**src/rtl/fetch_sequencer.sv**
```systemverilog
`default_nettype none
// +----------------------------------------------------------------------------+
// | fetch_sequencer: next-PC selection, stall-time redirect buffer, ROM-window |
// | target trap and fetch/stall counters for the instruction fetch unit.      |
// | Revision: 1.0                                                             |
// +----------------------------------------------------------------------------+
module fetch_sequencer #(
    parameter logic [31:0] RESET_PC  = 32'h0000_3000,
    parameter int          ROM_WORDS = 1024
) (
    input  logic        clk,
    input  logic        Reset,
    input  logic [31:0] PC_Now,
    input  logic        stall,
    input  logic        br_taken,
    input  logic [31:0] br_target,
    input  logic        jmp,
    input  logic [31:0] jmp_target,
    input  logic        jr,
    input  logic [31:0] jr_target,
    output logic [31:0] PC_Next,
    output logic        flush_ifid,
    output logic        fetch_valid,
    output logic        redirect_pending,
    output logic        addr_err,
    output logic [31:0] err_pc,
    output logic [31:0] fetch_cnt,
    output logic [31:0] stall_cnt
);

    // Window bounds carried at 33 bits so the upper limit cannot overflow.
    localparam logic [32:0] c_WIN_LO = {1'b0, RESET_PC};
    localparam logic [32:0] c_WIN_HI = {1'b0, RESET_PC} + 33'(4 * ROM_WORDS);

    typedef enum logic [1:0] {
        S_BOOT  = 2'd0,
        S_RUN   = 2'd1,
        S_STALL = 2'd2,
        S_ERR   = 2'd3
    } state_t;

    state_t      r_state;
    logic        r_pending;
    logic [31:0] r_pend_pc;
    logic        r_addr_err;
    logic [31:0] r_err_pc;
    logic [31:0] r_fetch_cnt;
    logic [31:0] r_stall_cnt;

    state_t      w_next;
    logic [31:0] w_pc_next;
    logic        w_flush;
    logic        w_fetch_valid;
    logic        w_trap;
    logic [31:0] w_trap_pc;
    logic        w_fetch_inc;
    logic        w_stall_inc;
    logic        w_pend_wr;
    logic        w_pend_clr;
    logic        w_redir_act;
    logic [31:0] w_redir_tgt;
    logic [31:0] w_seq_pc;

    function automatic logic f_legal(input logic [31:0] addr);
        return (addr[1:0] == 2'b00) && ({1'b0, addr} >= c_WIN_LO) &&
               ({1'b0, addr} < c_WIN_HI);
    endfunction

    assign w_redir_act = jr | jmp | br_taken;
    assign w_redir_tgt = jr ? jr_target : (jmp ? jmp_target : br_target);
    assign w_seq_pc    = PC_Now + 32'd4;

    always_comb begin
        w_next        = r_state;
        w_pc_next     = PC_Now;
        w_flush       = 1'b0;
        w_fetch_valid = 1'b0;
        w_trap        = 1'b0;
        w_trap_pc     = 32'd0;
        w_fetch_inc   = 1'b0;
        w_stall_inc   = 1'b0;
        w_pend_wr     = 1'b0;
        w_pend_clr    = 1'b0;
        case (r_state)
            S_BOOT: begin
                w_pc_next = RESET_PC;
                w_next    = S_RUN;
            end
            S_RUN, S_STALL: begin
                if (stall) begin
                    w_stall_inc = 1'b1;
                    w_next      = S_STALL;
                    w_pend_wr   = w_redir_act;
                end else begin
                    w_next = S_RUN;
                    // A buffered redirect outranks one arriving now: ID is wrong-path.
                    if (r_pending) begin
                        if (f_legal(r_pend_pc)) begin
                            w_pc_next     = r_pend_pc;
                            w_flush       = 1'b1;
                            w_fetch_valid = 1'b1;
                            w_fetch_inc   = 1'b1;
                            w_pend_clr    = 1'b1;
                        end else begin
                            w_trap    = 1'b1;
                            w_trap_pc = r_pend_pc;
                        end
                    end else if (w_redir_act) begin
                        if (f_legal(w_redir_tgt)) begin
                            w_pc_next     = w_redir_tgt;
                            w_flush       = 1'b1;
                            w_fetch_valid = 1'b1;
                            w_fetch_inc   = 1'b1;
                        end else begin
                            w_trap    = 1'b1;
                            w_trap_pc = w_redir_tgt;
                        end
                    end else if (f_legal(w_seq_pc)) begin
                        w_pc_next     = w_seq_pc;
                        w_fetch_valid = 1'b1;
                        w_fetch_inc   = 1'b1;
                    end else begin
                        w_trap    = 1'b1;
                        w_trap_pc = w_seq_pc;
                    end
                    if (w_trap) begin
                        w_next = S_ERR;
                    end
                end
            end
            default: ;
        endcase
    end

    always_ff @(posedge clk or posedge Reset) begin
        if (Reset) begin
            r_state     <= S_BOOT;
            r_pending   <= 1'b0;
            r_pend_pc   <= 32'd0;
            r_addr_err  <= 1'b0;
            r_err_pc    <= 32'd0;
            r_fetch_cnt <= 32'd0;
            r_stall_cnt <= 32'd0;
        end else begin
            r_state <= w_next;
            if (w_pend_wr) begin
                r_pending <= 1'b1;
                r_pend_pc <= w_redir_tgt;
            end else if (w_pend_clr) begin
                r_pending <= 1'b0;
            end
            if (w_trap) begin
                r_addr_err <= 1'b1;
                r_err_pc   <= w_trap_pc;
            end
            if (w_fetch_inc) begin
                r_fetch_cnt <= r_fetch_cnt + 32'd1;
            end
            if (w_stall_inc) begin
                r_stall_cnt <= r_stall_cnt + 32'd1;
            end
        end
    end

    assign PC_Next          = w_pc_next;
    assign flush_ifid       = w_flush;
    assign fetch_valid      = w_fetch_valid;
    assign redirect_pending = r_pending;
    assign addr_err         = r_addr_err;
    assign err_pc           = r_err_pc;
    assign fetch_cnt        = r_fetch_cnt;
    assign stall_cnt        = r_stall_cnt;

endmodule
`default_nettype wire

```
**config.mk**
```make
export PLATFORM = sky130hd
export DESIGN_NAME = fetch_sequencer
export DESIGN_NICKNAME = d
export VERILOG_FILES = /design/src/rtl/fetch_sequencer.sv
export SDC_FILE = /design/constraint.sdc
export NUM_CORES = 1
export LEC_CHECK = 0
export CORE_ASPECT_RATIO = 1.2
export CORE_MARGIN = 2
export CORE_UTILIZATION = 52
export CTS_CLUSTER_DIAMETER = 80
export CTS_CLUSTER_SIZE = 8
export DETAILED_ROUTE_END_ITERATION = 16
export PLACE_DENSITY = 0.87
export SYNTH_ARGS = -nofsm -noshare
export SYNTH_HDL_FRONTEND = slang
export SYNTH_SLANG_ARGS = --single-unit
```
**constraint.sdc**
```tcl
create_clock -name clk -period 14.2 [get_ports clk]
set_input_delay 2.84 -clock clk [delete_from_list [all_inputs] [get_ports clk]]
set_output_delay 2.84 -clock clk [all_outputs]
set_load 0.01 [all_outputs]
```
# Word-level counts from Yosys, hierarchy flattened

Index checks and enable logic that the tools add are counted.

Output and inout port bits: 132
Register bits after elaboration: 132
Word-level logic and storage cells: 81
Bits of input ports: 134

Equal/unequal tests: 2
Order comparisons: 6
Muxes and demuxes: 48
$add $sub $neg: 3
Reduce and logical (&&, ||, !) cells: 13
Bitwise operators: 2

Operators by type and width:

| cell                    | count |
|---|---|
| $mux W32                | 15 |
| $ge A32 B14 Y1 const B  | 3 |
| $lt A32 B15 Y1 const B  | 3 |
| $add A32 B1 Y32 const B | 2 |
| $pmux W32 S2            | 1 |
| $add A32 B3 Y32 const B | 1 |
| $mux W1                 | 29 |
| $logic_not A2 Y1        | 4 |
| $logic_and A1 B1 Y1     | 6 |
| $mux W2                 | 2 |
| $pmux W2 S2             | 1 |
| $reduce_bool A2 Y1      | 2 |
| $eq A2 B1 Y1 const B    | 1 |
| $eq A2 B2 Y1 const B    | 1 |
| $or A1 B1 Y1            | 2 |
| $reduce_or A2 Y1        | 1 |

# Depth between registers and ports, before layout

Depth after elaboration: 13
Gate-level depth with buffers: 13
Gate-level depth less buffers: 12

# Least setup slack after synthesis

No wires, ideal clock.

Path type: input port to output port
From: input port jr
To: output port PC_Next[17]
Stages: 12
Required time: 11.360 ns
Data arrival time: 5.578 ns
Path buffers: 3
Setup slack: 5.782 ns
Path through: buf_2 inv_1 clkbuf_1 mux2i_1 nand4_1 nor2_1 nand3_1 nor2_1 nand2_1 a41oi_1 clkbuf_1 nor2b_1

Cells in the longest elaborated chain, start to end: 9
Elaborated cells on any way between the ends: 13
Classes of those cells: 2 x order compare; 6 x mux; 2 x bitwise; 3 x reduce/logical

Ends and longest elaborated chain:

| what                                                      | line | text |
|---|---|---|
| start, declared                                           | 19   | `input logic jr,` |
| $mux W32                                                  | 70   | `assign w_redir_tgt = jr ? jr_target : (jmp ? jmp_target : br_target);` |
| $ge A32 B14 Y1 / $logic_not A2 Y1 (equally long branches) | 65   | `return (addr[1:0] == 2'b00) && ({1'b0, addr} >= c_WIN_LO) &&` |
| $logic_and A1 B1 Y1 (2 in a row)                          | 65   |  |
| $mux W32                                                  | 109  | `if (f_legal(w_redir_tgt)) begin` |
| $mux W32 *                                                | 108  | `end else if (w_redir_act) begin` |
| $mux W32 *                                                | 97   | `if (r_pending) begin` |
| $mux W32 *                                                | 90   | `if (stall) begin` |
| $pmux W32 S2 *                                            | 84   | `case (r_state)` |
| end, declared                                             | 21   | `output logic [31:0] PC_Next,` |

Mark *: on every way between the ends. The rest lies on a longest branch, timed or not.

# Final worst setup path

From: input port jr
To: output port PC_Next[27]

Same word-level chain as after synthesis.

==> reports/results.txt <==
Hold-fix buffers, CTS: 0
syn nets: 1106
main combinational cell family by area after synthesis: simple AND/OR/NAND/NOR gates
data required time of the worst path: 11.36 ns
Fmax: 96.6 MHz
synthesized instance count: 965
CP Launch Type: input port
P_int: 0.717 mW
multi-input logic area: 5060 µm²
Reg-to-Reg End: err_pc[30]$_DFFE_PP0P_
final setup fails: 0
simple-gate share of the synthesized area: 26.4%
global route overflow: 0
final net count: 1339
TritonCTS clock tree: done
Area Overhead vs Synth: 37.9%
crit path from: jr
row cnt: 51
die area: 17900 µm²
Crit path depth: 11
Tcrit/Tclk final: 72.9%
Ys Warns: 0
drt wl/cell: 21.0 µm
IO Port Bufs: 265
sequential area share after synthesis: 37.8%
EDFF count, synth: 0
CTS sink cnt: 132
Static Leakage: 5.26 nW
Critical-path top delay cell: and2_2
GPL Wtd Cong: 0.951
R2R cell count: 10
FFs w/ async S/R, synth: 100%
most used cell along the critical path: clkdlybuf4s50_1
initial antenna violation count: 0
Filler Cells Inserted: 1247
Least-Margin Pin Slew: 1.12 ns
post-synthesis adder-cell area fraction: 1.00%
Post-Syn Area: 8750 µm²
cts repair resizes: 0
setup bufs post-CTS: 0
Worst setup EP type: primary output
ANT cells: 0
Pwr Total: 0.954 mW
clock share of power: 47.3%
CP delay by family, top: buffers and inverters
first-pass GRT wire length: 47100 µm
P_sw: 0.237 mW
sequential share of power: 39.4%
TritonRoute pass-1 iters: 5
clk root buf: clkbuf_16
Max Cap Viol: 0
mux cell area share after synthesis: 7.36%
peak supply drop: 0.0000745 V
die height: 146 µm
crit-path cells: clkdlybuf4s50_1 > buf_4 > inv_1 > mux2i_1 > nand4b_1 > nor4_2 > a31oi_1 > and2_2 > o31ai_1 > a21oi_1 > clkdlybuf4s50_1
Horiz. Die Dim: 122 µm
area occupied by registers: 3300 µm²
unrepaired setup endpoints after global routing: no
relative slew slack: 25.3%
initial core utilization: 53.6%
top_reg_cell synth: dfrtp_1
synthesis-stage register bit count: 132
H-tree lvl count: 4
PwrDens: 79.1 nW/µm²
layout cells sized above 1: 8.18%
CP max stage delay: 0.96 ns
setup TNS: 0 ns
Clk Latency, worst-skew pair: 0.42 ns
final WL: 29900 µm
GRT Total Usage: 33.5%
CP Capture Point: PC_Next[27]
status: finished, final reports clean
Fin. Hold Viols: 0
vias: 8769
clk buf depth: 2
origin of the critical flop-to-flop path: r_pend_pc[1]$_DFFE_PP0P_
Buf+Inv Stages, Crit Path: 4
pin count of the biggest net entering global routing: 73
Pins Over Slew Limit: 0
ANT nets after route: 0
Iteration-0 DRC Markers: 1052
dpl hpwl: 22600 µm
R2R setup slack: 10.97 ns
WP data arrival: 7.52 ns
total CTS buffers: 17
Reg clk slew, reported paths: 0.06 ns
I/O pin total: 266
worst slack at placement: 3.97 ns
Worst Skew: 0.0123 ns
min Tclk post-route: 10.36 ns
Worst Path Max Fanout: 36
vias per cell: 6.16
worst hold path class: register to register
core area: 16300 µm²
complex-gate fraction of the synthesized area: 14.2%
mean post-synth cell area: 9.07 µm²
Distinct cells, synth: 71
Setup WS post-layout: 3.84 ns
Comb pwr share: 13.3%
sw frac: 24.8%
CP Class: input port to primary output
DRC Markers: 0
XOR/XNOR share of the synthesized area: 8.71%
vias in the first global route: 8512
[area by class of cell]
cell class,instances,share of cell area [%]
multi-input cells,746,42.0
flip-flops and latches,132,27.4
repair buffers,276,22.6
clock buffers,18,3.56
well taps,212,2.20
clock inverters,14,1.46
inverters,25,0.799
[synthesized netlist by cell type (all sizes together), types with 24 or more instances]
library cell | count | share of area (%)
a211oi | 24 | 2.1
a21oi | 41 | 2.4
buf | 33 | 2.2
clkbuf | 29 | 1.2
dfrtp | 132 | 38
inv | 25 | 1.1
mux2 | 27 | 3.5
mux2i | 34 | 3.9
nand2 | 111 | 4.8
nand3 | 47 | 2.7
nand4 | 38 | 3.0
nor2 | 73 | 3.2
nor3 | 24 | 1.6
nor4 | 28 | 4.2
o21ai | 51 | 2.9
xnor2 | 47 | 4.7
xor2 | 40 | 4.0
[registers in the layout, summed over array words and instances, names as in the netlist]
signal	cells
r_state	2
addr_err	1
fetch_cnt	32
r_pend_pc	32
err_pc	32
stall_cnt	32
redirect_pending	1
[routing by layer]
metal / up-vias / global-route usage, % / wire length, µm
met5: - / 0 / 0
met3: 76 / 5.00 / 2530
li1: 3991 / - / -
met1: 4179 / 45.1 / 12000
met2: 523 / 55.3 / 14600
met4: 0 / 11.0 / 839
[per-stage QoR]
step	std cells	area, µm²	utilization (%)	hold WS (ns)
6_report	1423	12100	73.8	0.471
5_1_grt	1423	12100	73.8	0.488
4_1_cts	1423	12100	73.8	0.473
3_5_place_dp	1391	11500	70.1	0.463
3_3_place_gp	1391	11500	70.1	0.455
2_1_floorplan	965	8750	-	0.463
[worst min path at each step]
stage / startpoint / to / depth (start not counted)
4_1_cts: fetch_cnt[31]$_DFFE_PP0P_ / fetch_cnt[31]$_DFFE_PP0P_ / 1
3_3_place_gp: addr_err$_DFFE_PP0P_ / addr_err$_DFFE_PP0P_ / 1
3_5_place_dp: fetch_cnt[31]$_DFFE_PP0P_ / fetch_cnt[31]$_DFFE_PP0P_ / 1
5_1_grt: fetch_cnt[31]$_DFFE_PP0P_ / fetch_cnt[31]$_DFFE_PP0P_ / 1
6_report: fetch_cnt[31]$_DFFE_PP0P_ / fetch_cnt[31]$_DFFE_PP0P_ / 1
2_1_floorplan: r_pend_pc[12]$_DFFE_PP0P_ / r_pend_pc[12]$_DFFE_PP0P_ / 2
[power groups by stage]
stage                     Sequential, mW  Combinational (mW)  Clock [mW]
after floorplan                    0.383              0.0580           0
after global placement             0.383               0.124           0
after detailed placement           0.383               0.125           0
after CTS                          0.376               0.125       0.454
after global routing               0.376               0.135       0.473
final                              0.376               0.127       0.451
[cells by family (layout without fill, tap and decap cells)]
| group | count (synthesis) | in the layout |
|---|---|---|
| flops | 132 | 132 |
| mux | 61 | 61 |
| buf+inv | 87 | 333 |
| simple gates | 407 | 407 |
| xor+xnor | 87 | 87 |
| fa+ha+maj | 7 | 7 |
| compound gates | 184 | 184 |
[placed cells by master (no fill, tap or decap), types with 17 or more instances in the layout]
| cell | instances |
|---|---|
| clkdlybuf4s50_1 | 264 |
| xor2_1 | 40 |
| mux2_2 | 27 |
| nor3_1 | 21 |
| xnor2_1 | 47 |
| and3_1 | 20 |
| a221o_1 | 22 |
| nor2_1 | 72 |
| nand2_1 | 110 |
| dfrtp_1 | 132 |
| a21oi_1 | 40 |
| nor2b_1 | 19 |
| mux2i_1 | 34 |
| nand4_1 | 36 |
| clkbuf_16 | 17 |
| o21ai_0 | 49 |
| a211oi_1 | 23 |
| inv_1 | 24 |
| nand3_1 | 46 |
No activity file was read; power rests on OpenSTA's default activity.
